File: config.mk
export PLATFORM = sky130hd
export DESIGN_NAME = vga_capture
export DESIGN_NICKNAME = d
export VERILOG_FILES = /design/src/rtl/vga_capture_pkg.sv /design/src/rtl/vga_sync_edge.sv /design/src/rtl/vga_capture.sv
export SDC_FILE = /design/constraint.sdc
export NUM_CORES = 1
export LEC_CHECK = 0
export CORE_MARGIN = 3
export CORE_UTILIZATION = 40
export CTS_CLUSTER_SIZE = 20
export DETAILED_ROUTE_END_ITERATION = 6
export PLACE_DENSITY = 0.7
export SLEW_MARGIN = 5
export SYNTH_ARGS = -nofsm -noshare
export SYNTH_HDL_FRONTEND = slang
export SYNTH_SLANG_ARGS = --single-unit
File: constraint.sdc
create_clock -name clk -period 2.19 [get_ports clk]
set_input_delay 0.438 -clock clk [delete_from_list [all_inputs] [get_ports clk]]
set_output_delay 0.438 -clock clk [all_outputs]
set_load 0.005 [all_outputs]
File: src/rtl/vga_capture_pkg.sv
// Shared timing helpers, default 640x480@60 constants and FSM state type for vga_capture.
package vga_capture_pkg;

  // Total length of a line or frame: active + front porch + sync + back porch.
  function automatic int unsigned span_total(input int unsigned act, input int unsigned fp,
                                             input int unsigned sync, input int unsigned bp);
    return act + fp + sync + bp;
  endfunction

  // Default 640x480@60 timing.
  localparam int unsigned H_TOTAL     = span_total(640, 16, 96, 48);
  localparam int unsigned V_TOTAL     = span_total(480, 10, 2, 33);
  localparam int unsigned H_ACT_START = 96 + 48;
  // The source toggles vsync at the start of horizontal active, so the line
  // counter restarts one line late; the active region starts one line earlier.
  localparam int unsigned V_ACT_START = 2 + 33 - 1;

  typedef enum logic {SEARCH, SYNCED} cap_state_t;

endpackage

File: src/rtl/vga_sync_edge.sv
// Registers a sync input, keeps a delayed copy and flags the falling edge.
module vga_sync_edge (
  input  logic i_clk,
  input  logic i_rst_n,
  input  logic i_sync,
  output logic o_fall
);

  logic r_q;
  logic r_q_d;

  // Capture stage plus delayed copy; reset loads the idle (high) sync level.
  always_ff @(posedge i_clk) begin
    if (!i_rst_n) begin
      r_q   <= 1'b1;
      r_q_d <= 1'b1;
    end else begin
      r_q   <= i_sync;
      r_q_d <= r_q;
    end
  end

  assign o_fall = ~r_q & r_q_d;

endmodule

File: src/rtl/vga_capture.sv
// VGA receiver: recovers pixel coordinates and grayscale values from hsync/vsync/red.
module vga_capture
  import vga_capture_pkg::*;
#(
  parameter int unsigned CLKS_PER_PIXEL = 4,
  parameter int unsigned H_ACTIVE       = 640,
  parameter int unsigned H_FP           = 16,
  parameter int unsigned H_SYNC         = 96,
  parameter int unsigned H_BP           = 48,
  parameter int unsigned V_ACTIVE       = 480,
  parameter int unsigned V_FP           = 10,
  parameter int unsigned V_SYNC         = 2,
  parameter int unsigned V_BP           = 33
) (
  input  logic       clk,
  input  logic       reset,
  input  logic       hsync,
  input  logic       vsync,
  input  logic [3:0] vga_r,
  output logic       pixel_valid,
  output logic [9:0] pixel_x,
  output logic [9:0] pixel_y,
  output logic [3:0] pixel_value,
  output logic       frame_start,
  output logic       frame_done,
  output logic       locked,
  output logic       sync_error
);

  localparam int unsigned PW = (CLKS_PER_PIXEL > 1) ? $clog2(CLKS_PER_PIXEL) : 1;
  localparam int unsigned HTOT = span_total(H_ACTIVE, H_FP, H_SYNC, H_BP);
  localparam int unsigned VTOT = span_total(V_ACTIVE, V_FP, V_SYNC, V_BP);

  localparam logic [PW-1:0] PH_LAST   = PW'(CLKS_PER_PIXEL - 1);
  localparam logic [PW-1:0] PH_SAMPLE = PW'(CLKS_PER_PIXEL / 2);
  localparam logic [9:0]    H_LAST    = 10'(HTOT - 1);
  localparam logic [9:0]    H_END     = 10'(HTOT);
  localparam logic [9:0]    V_LAST    = 10'(VTOT - 1);
  localparam logic [9:0]    V_END     = 10'(VTOT);
  localparam logic [9:0]    X0        = 10'(H_SYNC + H_BP);
  localparam logic [9:0]    X_END     = 10'(H_SYNC + H_BP + H_ACTIVE);
  localparam logic [9:0]    Y0        = 10'(V_SYNC + V_BP - 1);
  localparam logic [9:0]    Y_END     = 10'(V_SYNC + V_BP - 1 + V_ACTIVE);
  localparam logic [9:0]    X_LAST    = 10'(H_ACTIVE - 1);
  localparam logic [9:0]    Y_LAST    = 10'(V_ACTIVE - 1);

  logic            w_hfall;
  logic            w_vfall;
  logic            w_vs_hit;
  logic            w_err;
  logic            w_sample;
  logic [9:0]      w_px;
  logic [9:0]      w_py;
  cap_state_t      r_state;
  cap_state_t      w_state_next;
  logic [3:0]      r_r_q;
  logic [PW-1:0]   r_phase;
  logic [9:0]      r_h_idx;
  logic [9:0]      r_line_idx;
  logic            r_vs_pend;
  logic            r_pixel_valid;
  logic [9:0]      r_pixel_x;
  logic [9:0]      r_pixel_y;
  logic [3:0]      r_pixel_value;
  logic            r_frame_start;
  logic            r_frame_done;
  logic            r_sync_error;

  vga_sync_edge u_hs_edge (
    .i_clk   (clk),
    .i_rst_n (reset),
    .i_sync  (hsync),
    .o_fall  (w_hfall)
  );

  vga_sync_edge u_vs_edge (
    .i_clk   (clk),
    .i_rst_n (reset),
    .i_sync  (vsync),
    .o_fall  (w_vfall)
  );

  // FSM state register.
  always_ff @(posedge clk) begin
    if (!reset) r_state <= SEARCH;
    else        r_state <= w_state_next;
  end

  // Next state, timing-violation detection and sample-point decode.
  always_comb begin
    w_state_next = r_state;
    w_err        = 1'b0;
    w_vs_hit     = r_vs_pend | w_vfall;
    case (r_state)
      SEARCH: begin
        if (w_hfall && w_vs_hit) w_state_next = SYNCED;
      end
      SYNCED: begin
        if ((w_hfall && ((r_h_idx != H_LAST) || (r_phase != PH_LAST))) ||
            (r_h_idx == H_END) ||
            (w_vfall && (r_line_idx != V_LAST)) ||
            (r_line_idx == V_END)) begin
          w_err        = 1'b1;
          w_state_next = SEARCH;
        end
      end
      default: w_state_next = SEARCH;
    endcase
    w_px     = r_h_idx - X0;
    w_py     = r_line_idx - Y0;
    w_sample = (r_state == SYNCED) && !w_err && (r_phase == PH_SAMPLE) &&
               (r_h_idx >= X0) && (r_h_idx < X_END) &&
               (r_line_idx >= Y0) && (r_line_idx < Y_END);
  end

  // Pixel phase, column and line counters plus pending-vsync flag.
  always_ff @(posedge clk) begin
    if (!reset) begin
      r_r_q      <= '0;
      r_phase    <= '0;
      r_h_idx    <= '0;
      r_line_idx <= '0;
      r_vs_pend  <= 1'b0;
    end else begin
      r_r_q <= vga_r;
      if (w_hfall) begin
        r_phase <= '0;
        r_h_idx <= '0;
      end else if (r_phase == PH_LAST) begin
        r_phase <= '0;
        r_h_idx <= r_h_idx + 10'd1;
      end else begin
        r_phase <= r_phase + PW'(1);
      end
      if (w_hfall) begin
        if (w_vs_hit) r_line_idx <= '0;
        else          r_line_idx <= r_line_idx + 10'd1;
      end
      // An error discards any pending vsync so relock waits for a new one.
      if (w_err || w_hfall) r_vs_pend <= 1'b0;
      else if (w_vfall)     r_vs_pend <= 1'b1;
    end
  end

  // Registered pixel strobe, coordinates, frame markers and error pulse.
  always_ff @(posedge clk) begin
    if (!reset) begin
      r_pixel_valid <= 1'b0;
      r_pixel_x     <= '0;
      r_pixel_y     <= '0;
      r_pixel_value <= '0;
      r_frame_start <= 1'b0;
      r_frame_done  <= 1'b0;
      r_sync_error  <= 1'b0;
    end else begin
      r_pixel_valid <= w_sample;
      r_frame_start <= w_sample && (w_px == '0) && (w_py == '0);
      r_frame_done  <= w_sample && (w_px == X_LAST) && (w_py == Y_LAST);
      r_sync_error  <= w_err;
      if (w_sample) begin
        r_pixel_x     <= w_px;
        r_pixel_y     <= w_py;
        r_pixel_value <= r_r_q;
      end
    end
  end

  assign pixel_valid = r_pixel_valid;
  assign pixel_x     = r_pixel_x;
  assign pixel_y     = r_pixel_y;
  assign pixel_value = r_pixel_value;
  assign frame_start = r_frame_start;
  assign frame_done  = r_frame_done;
  assign sync_error  = r_sync_error;
  assign locked      = (r_state == SYNCED);

endmodule

==> impl_metrics.env, run 1 <==
export IMPL_drt_iter0_drc=90
export IMPL_synthArstFlopShare_pct=0
export IMPL_firstDrtPassIters=4
export IMPL_critPathKind="flop to flop"
export IMPL_antenna_found_initial=0
export IMPL_tritoncts_num_buffers=9
export IMPL_p_leak_nw=1.387
export IMPL_grtUsageTotal_pct=15.53
export IMPL_clk_pin_slew_ns=0.07
export IMPL_fp_dieH_um=91.98
export IMPL_cts_sinks=60
export IMPL_synthesis_nets=349
export IMPL_syn_cell_area_um2=2957
export IMPL_timing_slew_headroom_pct=62.36
export IMPL_synth_ff_type="dfxtp_1"
export IMPL_cp_slowest_stage_delay_ns=0.41
export IMPL_syn_inst=325
export IMPL_antenna_diode_count=0
export IMPL_nets=394
export IMPL_fp_coreArea_um2=6982
export IMPL_syn_avg_cell_area_um2=9.097
export IMPL_holdWs_ns=0.4424
export IMPL_setup_ws_ns=0.1113
export IMPL_fmax_mhz=481.1
export IMPL_worstPathRequired_ns=2.47
export IMPL_powerDensity_nw_per_um2=632.4
export IMPL_pre_cts_ws_ns=0.04021
export IMPL_ys_seq_area_share_pct=40.63
export IMPL_path_max_fanout=9
export IMPL_portBuffers=36
export IMPL_clock_latency_ns=0.35
export IMPL_final_common_cell="dfxtp_1"
export IMPL_max_vdd_ir_drop_mv=0.3018
export IMPL_grt_max_degree=26
export IMPL_tightest_slew_ns=0.5608
export IMPL_cts_hold_buf=0
export IMPL_syn2layout_area_growth_pct=24.88
export IMPL_htreeDepth=3
export IMPL_cp_cell_sequence="ha_1 -> and4_2 -> a31o_1 -> and4b_2 -> and3_2 -> mux2i_1"
export IMPL_min_period_ns=2.079
export IMPL_ant_nets=0
export IMPL_period_share_pct=94.92
export IMPL_cts_tree="done"
export IMPL_finalHoldViolations=0
export IMPL_min_delay_path_class="flop to flop"
export IMPL_mostFrequentLayoutCells="dfxtp_1 (57), nand2_1 (46), clkdlybuf4s50_1 (36)"
export IMPL_crit_slowest_cell="dfxtp_1"
export IMPL_yosysWarnings=0
export IMPL_cp_start_kind="flop"
export IMPL_synth_edf_count=0
export IMPL_vias=2422
export IMPL_final_max_slew_violation_count=0
export IMPL_dp_cells=453
export IMPL_setup_violations=0
export IMPL_post_route_util_pct=52.89
export IMPL_synthDistinctLibCells=50
export IMPL_wl_per_cell_um=13.68
export IMPL_ios=37
export IMPL_viasPerCell=5.142
export IMPL_finalNonFillerCells=471
export IMPL_drt_wl_total_um=6445
export IMPL_die_width_um=91.98
export IMPL_gp_congestion=0.8802
export IMPL_maxCapViolations=0
export IMPL_hpwl_um=4612
export IMPL_synth_seq_cells=60
export IMPL_clock_skew_ns=0.006220
export IMPL_initial_core_util_pct=42.35
export IMPL_clk_path_buf_depth=2
export IMPL_status="completed"
export IMPL_stdcell_area_um2=3692
export IMPL_cts_root_buf="clkbuf_8"
export IMPL_overflow=0
export IMPL_rows=30
export IMPL_cp_end_kind="flop"
export IMPL_fp_dieArea_um2=8459
export IMPL_post_route_drc_count=0
export IMPL_cp_arrival_ns=2.36
export IMPL_drive_above_1_share_pct=13.33
export IMPL_grt_pass1_wl_um=10550
export IMPL_dpl_cell_area_um2=3442
export IMPL_grt_pass1_vias=2270
## logic make-up (layout without fill, tap and decap cells)
kind of cell	after synthesis	in the layout	synth area share, %
compound gates	44	44	11.09
xor+xnor	20	20	5.925
fa+ha+maj	16	16	6.771
buf+inv	32	81	5.417
flops	60	60	40.63
mux	16	16	5.417
simple gates	137	138	24.76
## worst max-delay path: cells and delay by family, from the launching register on
kind                       cells  cell delay [ns]
and+or+nand+nor                3             0.99
muxes                          1             0.21
adders and majority gates      1             0.23
AOI/OAI and AO/OA              1             0.17
DFF                            1             0.41
## layer usage
metal | track usage [%] | share of wire (%) | vias up | routed length (µm)
met2 | 23.78 | 45 | 62 | 2923
met3 | 3.938 | 5.2 | 9 | 336
li1 | - | - | 1214 | -
met1 | 20.43 | 48 | 1137 | 3063
met4 | 7.302 | 1.9 | 0 | 121
met5 | 0 | 0 | - | 0
## through the flow
step / power, mW / setup TNS (ns)
floorplan: 1.204 / 0
finish: 2.335 / 0
global route: 2.417 / -0.02016
detailed placement: 1.241 / 0
CTS: 2.359 / 0
global placement: 1.239 / 0
## cell type report
type                            count  area [µm²]
Multi-Input combinational cell    234        1610
Timing Repair Buffer               53       488.0
Sequential cell                    60        1205
Inverter                           12       45.04
Clock inverter                      7       100.1
Tap cell                           96       120.1
Clock buffer                        9       123.9
Fill cell                         657        3289
## registers in the layout, summed over array words and instances, names as in the netlist, 2 cells and up
signal / cells
pixel_x: 10
pixel_value: 4
r_phase: 2
pixel_y: 10
r_h_idx: 10
r_r_q: 4
r_line_idx: 10
## report_power, final
group          switching, mW  internal, mW
Sequential            0.0120          1.11
Clock                  0.472         0.645
Combinational         0.0581        0.0414
## cells in the mapped netlist (all sizes together) (4+ instances only)
library cell / number / area (µm²)
buf: 12 / 85.08
dfxtp: 60 / 1201
a21oi: 9 / 45.04
nand2b: 7 / 43.79
a211oi: 9 / 82.58
nand4: 9 / 56.30
clkbuf: 8 / 30.03
nor3: 9 / 50.05
xnor2: 7 / 61.31
nor2: 25 / 93.84
o21ai: 8 / 40.04
a31oi: 8 / 50.05
ha: 16 / 200.2
nand2: 46 / 172.7
and2: 6 / 40.04
xor2: 13 / 113.9
inv: 12 / 45.04
or3: 4 / 25.02
nand3: 8 / 52.55
mux2i: 16 / 160.2
## what timing repair did
item                                    CTS  global route
endpoints found under the setup margin    0            26
resized for setup                         0             6
buffers inserted                          0             1
## final timing paths
path / from / to / slack [ns] / cells past startpoint
hold reg to reg: r_r_q[2] / pixel_value[2] / 0.44 / 2
hold / removal: r_r_q[2] / pixel_value[2] / 0.44 / 2
setup / recovery: r_h_idx[1] / pixel_y[0] / 0.11 / 6
setup reg to reg: r_h_idx[1] / pixel_y[0] / 0.11 / 6
Note: power is estimated with default switching activity, not from simulation.
==> run 2: changes to the inputs <==
- REMOVE_ABC_BUFFERS: default -> 1
- SKIP_CTS_REPAIR_TIMING: default -> 1
==> run 2 against run 1 <==
Critical path depth is 1 higher. Non-clock buffer count is 2 higher. Core utilization is 0.50 points higher. Final cell count is 0.21% higher. Clock skew is 0.00085 ns higher. Critical path type unchanged. Largest cell class unchanged. Global-route usage is 0.30 points lower. Register-to-register slack better by 0.06 ns.
==> impl_metrics.env, run 2 (same netlist as run 1, synthesis figures left out) <==
export IMPL_status="completed"
export IMPL_fmax_mhz=496.0
export IMPL_maxCapViolations=0
export IMPL_p_clk_share_pct=50.5
export IMPL_clock_skew_ns=0.007066
export IMPL_timing_slew_headroom_pct=60.00
export IMPL_final_max_slew_violation_count=0
export IMPL_period_share_pct=92.07
export IMPL_min_delay_path_class="flop to flop"
export IMPL_dp_cells=454
export IMPL_p_seq_share_pct=45.4
export IMPL_max_vdd_ir_drop_mv=0.3375
export IMPL_cp_end_kind="flop"
export IMPL_hpwl_um=4428
export IMPL_grt_pass1_vias=2131
export IMPL_p_sw_uw=522.9
export IMPL_stdcell_area_um2=3727
export IMPL_drive_above_1_share_pct=12.23
export IMPL_holdWs_ns=0.4426
export IMPL_worstPathRequired_ns=2.46
export IMPL_final_common_cell="dfxtp_1"
export IMPL_setup_violations=0
export IMPL_die_width_um=91.98
export IMPL_initial_core_util_pct=42.35
export IMPL_portBuffers=36
export IMPL_cp_arrival_ns=2.29
export IMPL_cp_slowest_stage_delay_ns=0.42
export IMPL_gp_congestion=0.8025
export IMPL_antenna_diode_count=0
export IMPL_path_max_fanout=10
export IMPL_fp_dieArea_um2=8459
export IMPL_clk_path_buf_depth=2
export IMPL_tightest_slew_ns=0.5960
export IMPL_vias=2364
export IMPL_syn2layout_area_growth_pct=26.07
export IMPL_rsz0062_at_grt="false"
export IMPL_combPwrFrac_pct=4.1
export IMPL_htreeDepth=3
export IMPL_drt_iter0_drc=190
export IMPL_drt_wl_total_um=6105
export IMPL_fp_dieH_um=91.98
export IMPL_crit_slowest_cell="dfxtp_1"
export IMPL_powerDensity_nw_per_um2=659.8
export IMPL_grt_max_degree=23
export IMPL_wirelength_met1_um=3127
export IMPL_power_internal_mw=1.936
export IMPL_switching_share_pct=21.26
export IMPL_critPathKind="flop to flop"
export IMPL_clk_pin_slew_ns=0.07
export IMPL_viasPerCell=5.008
export IMPL_overflow=0
export IMPL_firstDrtPassIters=4
export IMPL_antenna_found_initial=0
export IMPL_setup_tns_ns=0
export IMPL_tritoncts_num_buffers=9
export IMPL_grtUsageTotal_pct=15.23
export IMPL_ios=37
export IMPL_wl_per_cell_um=12.93
export IMPL_rows=30
export IMPL_grt_pass1_wl_um=10410
export IMPL_post_route_drc_count=0
export IMPL_cp_start_kind="flop"
export IMPL_p_leak_nw=1.414
export IMPL_finalNonFillerCells=472
export IMPL_dr_wl_met3_um=310
export IMPL_dr_wl_met2_um=2582
export IMPL_min_period_ns=2.016
export IMPL_topRoutingLayerUsed="met4"
export IMPL_cp_cell_sequence="ha_1 -> and4_1 -> a31o_1 -> and4b_1 -> and3_4 -> buf_12 -> mux2i_1"
export IMPL_dpl_cell_area_um2=3450
export IMPL_cts_tree="done"
export IMPL_clock_latency_ns=0.34
export IMPL_ant_nets=0
export IMPL_cts_sinks=60
export IMPL_mostFrequentLayoutCells="dfxtp_1 (59), nand2_1 (46), clkdlybuf4s50_1 (36)"
export IMPL_finalHoldViolations=0
export IMPL_fp_coreArea_um2=6982
export IMPL_nets=395
export IMPL_cts_root_buf="clkbuf_8"
run 2: critical path, delay by kind of cell, from the launching register on:
kind	cells	cell delay [ns]
simple gates	3	0.79
compound gates	1	0.18
flops	1	0.42
mux	1	0.18
buf+inv	1	0.14
fa+ha+maj	1	0.23
run 2: cell type report:
type / count / area (µm²)
Clock inverter: 6 / 111.4
Tap cell: 96 / 120.1
Timing Repair Buffer: 55 / 515.5
Inverter: 12 / 45.04
Sequential cell: 60 / 1202
Clock buffer: 10 / 137.6
Fill cell: 647 / 3254
Multi-Input combinational cell: 233 / 1595
run 2: power groups by stage:
stage	clock, mW	combinational, mW	sequential (mW)
floorplan	0	0.0513	1.14
global placement	0	0.0992	1.14
detailed placement	0	0.101	1.14
CTS	1.25	0.101	1.12
global route	1.31	0.113	1.12
finish	1.24	0.100	1.12
run 2: final timing paths:
kind,depth (start not counted),endpoint,slack (ns),startpoint
setup / recovery,7,pixel_value[1],0.17,r_h_idx[0]
hold / removal,2,pixel_value[3],0.44,r_r_q[3]
setup reg to reg,7,pixel_value[1],0.17,r_h_idx[0]
hold reg to reg,2,pixel_value[3],0.44,r_r_q[3]
run 2: stage by stage:
stage	power [mW]	setup slack (ns)	util, %
5_1_grt	2.547	0.04012	53.39
3_3_place_gp	1.240	0.1766	49.41
2_1_floorplan	1.191	-0.4561	-
6_report	2.459	0.1737	53.39
3_5_place_dp	1.243	0.1262	49.41
4_1_cts	2.473	0.1063	52.97
run 2: layer usage:
metal / vias to the layer above / track usage (%)
li1: 1223 / -
met2: 52 / 22.14
met5: - / 0
met1: 1080 / 21.26
met3: 9 / 4.512
met4: 0 / 5.569
